**src/rtl/serial_link_pkg.sv**
```systemverilog
`default_nettype none
`timescale 1ns/1ps
// ============================================================================
//  Module   : serial_link_pkg
//  Brief    : Line levels and FSM encoding shared by the serial link TX and RX.
//  Revision : 1.0
// ============================================================================
package serial_link_pkg;

    typedef enum logic [2:0] {
        IDLE   = 3'd0,
        START  = 3'd1,
        DATA   = 3'd2,
        PARITY = 3'd3,
        STOP   = 3'd4
    } tx_state_t;

    localparam logic START_BIT  = 1'b0;
    localparam logic STOP_BIT   = 1'b1;
    localparam logic IDLE_LEVEL = 1'b1;

endpackage : serial_link_pkg
`default_nettype wire

```
**src/rtl/baud_tick_gen.sv**
```systemverilog
`default_nettype none
`timescale 1ns/1ps
// ============================================================================
//  Module   : baud_tick_gen
//  Brief    : Bit-period counter 0..CLKS_PER_BIT-1 with a tick at terminal count.
//  Revision : 1.0
// ============================================================================
module baud_tick_gen #(
    parameter int CLKS_PER_BIT = 16
) (
    input  logic clk,
    input  logic rst_n,
    input  logic clear,
    output logic tick,
    output logic tick_next
);

    localparam int c_cnt_w = (CLKS_PER_BIT > 1) ? $clog2(CLKS_PER_BIT) : 1;
    localparam logic [c_cnt_w-1:0] c_term = c_cnt_w'(CLKS_PER_BIT - 1);

    logic [c_cnt_w-1:0] r_cnt;
    logic [c_cnt_w-1:0] w_cnt_next;

    always_comb begin
        w_cnt_next = r_cnt + 1'b1;
        if (clear || (r_cnt == c_term)) begin
            w_cnt_next = '0;
        end
    end

    always_ff @(posedge clk or negedge rst_n) begin
        if (!rst_n) begin
            r_cnt <= '0;
        end else begin
            r_cnt <= w_cnt_next;
        end
    end

    // tick_next lets the owner register outputs that coincide with the next tick
    assign tick      = (r_cnt == c_term);
    assign tick_next = (w_cnt_next == c_term);

endmodule : baud_tick_gen
`default_nettype wire

```
**src/rtl/serial_tx_frame.sv**
```systemverilog
`default_nettype none
`timescale 1ns/1ps
// ============================================================================
//  Module   : serial_tx_frame
//  Brief    : Parallel-in serial-out framer: start, data LSB-first, parity, stop.
//  Revision : 1.0
// ============================================================================
module serial_tx_frame
    import serial_link_pkg::*;
#(
    parameter int DATA_W       = 8,
    parameter int CLKS_PER_BIT = 16,
    parameter int PARITY_EN    = 0,
    parameter int PARITY_ODD   = 0
) (
    input  logic              clk,
    input  logic              rst_n,
    input  logic [DATA_W-1:0] tx_data,
    input  logic              tx_valid,
    output logic              tx_ready,
    output logic              tx_serial,
    output logic              tx_busy,
    output logic              tx_done
);

    localparam int c_idx_w = (DATA_W > 1) ? $clog2(DATA_W) : 1;
    localparam logic [c_idx_w-1:0] c_last_idx = c_idx_w'(DATA_W - 1);

    tx_state_t           r_state;
    tx_state_t           w_state_next;
    logic [DATA_W-1:0]   r_shreg;
    logic [DATA_W-1:0]   w_shreg_next;
    logic [c_idx_w-1:0]  r_idx;
    logic [c_idx_w-1:0]  w_idx_next;
    logic                r_parity;
    logic                w_parity_next;
    logic                w_serial_next;
    logic                r_serial;
    logic                r_ready;
    logic                r_busy;
    logic                r_done;
    logic                w_tick;
    logic                w_tick_next;
    logic                w_clear;

    // Counter parked at zero in IDLE so START begins a full bit period after accept
    assign w_clear = (r_state == IDLE);

    baud_tick_gen #(
        .CLKS_PER_BIT (CLKS_PER_BIT)
    ) u_baud (
        .clk       (clk),
        .rst_n     (rst_n),
        .clear     (w_clear),
        .tick      (w_tick),
        .tick_next (w_tick_next)
    );

    always_comb begin
        w_state_next  = r_state;
        w_shreg_next  = r_shreg;
        w_idx_next    = r_idx;
        w_parity_next = r_parity;
        case (r_state)
            IDLE: begin
                if (tx_valid) begin
                    w_state_next  = START;
                    w_shreg_next  = tx_data;
                    w_idx_next    = '0;
                    w_parity_next = (^tx_data) ^ (PARITY_ODD != 0);
                end
            end
            START: begin
                if (w_tick) w_state_next = DATA;
            end
            DATA: begin
                if (w_tick) begin
                    if (r_idx == c_last_idx) begin
                        w_state_next = (PARITY_EN != 0) ? PARITY : STOP;
                    end else begin
                        w_shreg_next = r_shreg >> 1;
                        w_idx_next   = r_idx + 1'b1;
                    end
                end
            end
            PARITY: begin
                if (w_tick) w_state_next = STOP;
            end
            STOP: begin
                if (w_tick) w_state_next = IDLE;
            end
            default: w_state_next = IDLE;
        endcase
    end

    // Line level is decoded from the next state so tx_serial comes straight from a flop
    always_comb begin
        w_serial_next = IDLE_LEVEL;
        case (w_state_next)
            START:   w_serial_next = START_BIT;
            DATA:    w_serial_next = w_shreg_next[0];
            PARITY:  w_serial_next = w_parity_next;
            STOP:    w_serial_next = STOP_BIT;
            default: w_serial_next = IDLE_LEVEL;
        endcase
    end

    always_ff @(posedge clk or negedge rst_n) begin
        if (!rst_n) begin
            r_state <= IDLE;
        end else begin
            r_state <= w_state_next;
        end
    end

    always_ff @(posedge clk or negedge rst_n) begin
        if (!rst_n) begin
            r_shreg  <= '0;
            r_idx    <= '0;
            r_parity <= 1'b0;
            r_serial <= IDLE_LEVEL;
            r_ready  <= 1'b1;
            r_busy   <= 1'b0;
            r_done   <= 1'b0;
        end else begin
            r_shreg  <= w_shreg_next;
            r_idx    <= w_idx_next;
            r_parity <= w_parity_next;
            r_serial <= w_serial_next;
            r_ready  <= (w_state_next == IDLE);
            r_busy   <= (w_state_next != IDLE);
            r_done   <= (w_state_next == STOP) && w_tick_next;
        end
    end

    assign tx_ready  = r_ready;
    assign tx_serial = r_serial;
    assign tx_busy   = r_busy;
    assign tx_done   = r_done;

endmodule : serial_tx_frame
`default_nettype wire
```
**config.mk**
```make
export PLATFORM = sky130hd
export DESIGN_NAME = serial_tx_frame
export DESIGN_NICKNAME = d
export VERILOG_FILES = /design/src/rtl/serial_link_pkg.sv /design/src/rtl/baud_tick_gen.sv /design/src/rtl/serial_tx_frame.sv
export SDC_FILE = /design/constraint.sdc
export NUM_CORES = 1
export LEC_CHECK = 0
export ABC_AREA = 0
export CAP_MARGIN = 0
export CORE_MARGIN = 5
export CORE_UTILIZATION = 38
export CTS_BUF_LIST = sky130_fd_sc_hd__clkbuf_16
export CTS_CLUSTER_DIAMETER = 150
export CTS_CLUSTER_SIZE = 25
export DETAILED_ROUTE_END_ITERATION = 10
export GPL_ROUTABILITY_DRIVEN = 0
export PLACE_DENSITY = 0.58
export RECOVER_POWER = 50
export SLEW_MARGIN = 10
export SYNTH_ARGS = -nofsm -noshare
export SYNTH_HDL_FRONTEND = slang
export SYNTH_HIERARCHICAL = 1
export SYNTH_SLANG_ARGS = --single-unit
```
**constraint.sdc**
```tcl
create_clock -name clk -period 4.7 [get_ports clk]
set_input_delay 0.47 -clock clk [delete_from_list [all_inputs] [get_ports clk]]
set_output_delay 0.47 -clock clk [all_outputs]
set_load 0.02 [all_outputs]
```
==> results.py <==
metrics = {
    "worst_setup_path": {
        "reg2regPathDepth": 3,
        "startpoint": "tx_valid",
        "cp.required_ps": 4840,
        "critical_path.top_delay_family": "simple AND/OR/NAND/NOR gates",
        "crit_path_end_kind": "flip-flop",
        "r2r_start": "r_state[0]",
        "reg2reg_slack_ps": 2530,
        "crit_type": "input pin to flip-flop",
        "endpoint": "r_idx[0]",
        "cp_cell_sequence": "clkdlybuf4s50_1, nor4b_2, a21oi_1, mux2_2",
        "rr_endpoint": "r_idx[0]",
        "cp.arrival_ps": 2450,
        "cpPeakStageDelay_ps": 740,
        "timing.critical_path.fanout_max": 11,
        "critPathLaunchType": "input pin",
        "worst_path_max_delay_cell": "nor4b_2",
        "crit_buf_inv": 1,
        "crit_cells": 4,
    },
    "cells_and_area": {
        "layout.cells.non_filler": 144,
        "final_cell_mix": "21 x dfrtp_1, 14 x nand2_1, 13 x clkdlybuf4s50_1",
        "area_delta_synth_final_pct": 19.8,
        "final_layout_size_suffix_gt1_frac": 0.115,
        "n_antenna_cell": 0,
        "final_nets": 128,
        "final_common_cell": "dfrtp_1",
        "fillers": 256,
    },
    "yosys": {
        "synth_top_cell_area_share": 0.474,
        "synth_fp_nets": 114,
        "yosysTopAreaCell": "dfrtp_1",
        "syn_avg_cell_area_um2": 11.1,
        "synth_cells": 100,
        "synth_seq_cells": 23,
        "ys.warnings.count": 6,
        "synthTopCellsByArea": "dfrtp_1 47%, xnor2_1 6.3%, dfstp_2 4.7%",
        "synthFlopType": "dfrtp_1",
        "synthDistinctLibCells": 34,
        "syn_area_um2": 1110,
        "synth-edff-count": 0,
        "async_reset_ff_frac": 1.00,
        "yosysSeqAreaShare": 0.521,
    },
    "global_route": {
        "grt-ovfl-total": 0,
        "grt_max_degree": 24,
        "antenna_found_initial": 0,
        "grt_pass1_wl_um": 3510,
        "grt_pass1_vias": 782,
        "grt_use_total": 0.108,
    },
    "place": {
        "io_buffers": 14,
        "place_ws_ps": 2130,
        "placed_cells": 140,
        "dp_hpwl_um": 1470,
    },
    "timing": {
        "max_freq_mhz": 433,
        "rsz0062_at_grt": "no",
        "final_max_slew_viol_count": 0,
        "worst_pin_slew_ps": 1190,
        "period_needed_ps": 2310,
        "finClkSkew_ps": 4.16,
        "hold_violations": 0,
        "post-route-period-util": 0.492,
        "max_slew_margin": 0.204,
        "worst_slack_ps": 2390,
        "finalSetupViolations": 0,
        "final.setup.tns_ps": 0,
    },
    "detailed_routing": {
        "avgRoutedWirePerCell_um": 13.7,
        "drc": 0,
        "first_pass_iters": 4,
        "via_per_inst": 5.38,
        "ant_nets": 0,
        "drt_iter0_drc": 36,
        "num_vias": 774,
        "wl_um": 1980,
    },
    "clock_network": {
        "cts_sinks": 23,
        "cts.clk_slew.worst_paths_ps": 60,
        "ctsHoldBuffers": 0,
        "cts_setup_buffers": 0,
        "cts_tree": "built",
        "cts.path.max_buffers": 2,
        "cts_resized": 0,
        "clockRootBuffer": "clkbuf_16",
        "cts_buffers": 3,
        "htree_levels": 1,
        "worstSkewPairLatency_ps": 250,
    },
    "worst_hold_path": {
        "hold_path.class": "input pin to async pin",
    },
    "power": {
        "power.total_w": 0.000416,
        "leakage_nw": 0.590,
        "p_per_area_nw_per_um2": 314,
        "ir_drop_uv": 246,
    },
    "outcome": {
        "status": "complete, no violations",
    },
    "floorplan": {
        "dieArea_um2": 4100,
        "die_w_um": 64.0,
        "die_y_um": 64.0,
        "core_um2": 2780,
        "io_pins": 15,
        "initial_core_util": 0.399,
        "rows": 19,
    },
    "job": {
        "drv_cap": 0,
    },
}
-- synth_stat cells (all sizes together), types with 3 or more instances --
cell type,number
ha,3
a22oi,6
a22o,4
xnor2,8
nor2,3
nor4b,3
buf,5
nand2b,3
inv,3
nand2,14
a21oi,4
and2,3
dfrtp,21
-- flip-flops by register name, summed over array words and instances (netlist names) --
register and count:
r_idx 3, r_parity 1, r_shreg 8, r_state 3, tx_busy 1, tx_done 1, tx_ready 1, tx_serial 1
u_baud/r_cnt 4
-- worst min-delay path by stage --
| stage | slack, ps | from | cells past startpoint | to |
|---|---|---|---|---|
| CTS | 480 | r_shreg[1] | 2 | r_shreg[1] |
| global route | 510 | r_shreg[0] | 2 | r_shreg[0] |
| global placement | 460 | r_shreg[1] | 2 | r_shreg[1] |
| detailed placement | 470 | r_shreg[3] | 2 | r_shreg[3] |
| floorplan | 170 | rst_n | 0 | r_idx[0] |
| finish | 440 | rst_n | 1 | tx_done |
-- report_power, final --
part	switching [W]	total (W)	internal, W
clock	0.0000666	0.000181	0.000114
combinational	0.0000135	0.0000302	0.0000167
sequential	0.00000245	0.000205	0.000203
-- layout make-up --
cell class                 instances  area, um2  share of cell area
tap                               31       38.8              0.0292
sequential                        23        578               0.435
timing repair buffer              14        134               0.101
inverter                           3       11.3             0.00848
clock buffer                       3       75.1              0.0566
multi-input combinational         69        485               0.366
clock inverter                     1       5.00             0.00377
-- routing by layer --
metal | part of all wire | GRT usage
met1 | 0.51 | 0.149
met2 | 0.42 | 0.155
met3 | 0.054 | 0.0298
met4 | 0.018 | 0.0571
met5 | 0 | 0
-- per-stage QoR --
step / util / cell area [um2] / hold slack, ps
3_5_place_dp: 0.451 / 1250 / 469
5_1_grt: 0.477 / 1330 / 512
6_report: 0.477 / 1330 / 440
4_1_cts: 0.480 / 1330 / 483
2_1_floorplan: - / 1110 / 174
3_3_place_gp: 0.451 / 1250 / 464
-- logic make-up after synthesis --
group                      synth area share
and+or+nand+nor                       0.182
DFF                                   0.521
AOI/OAI and AO/OA                     0.149
xor gates and xnor gates             0.0632
buffers and inverters                0.0406
adders and majority gates            0.0339
muxes                                0.0102
No activity file was read; power rests on OpenSTA's default activity.
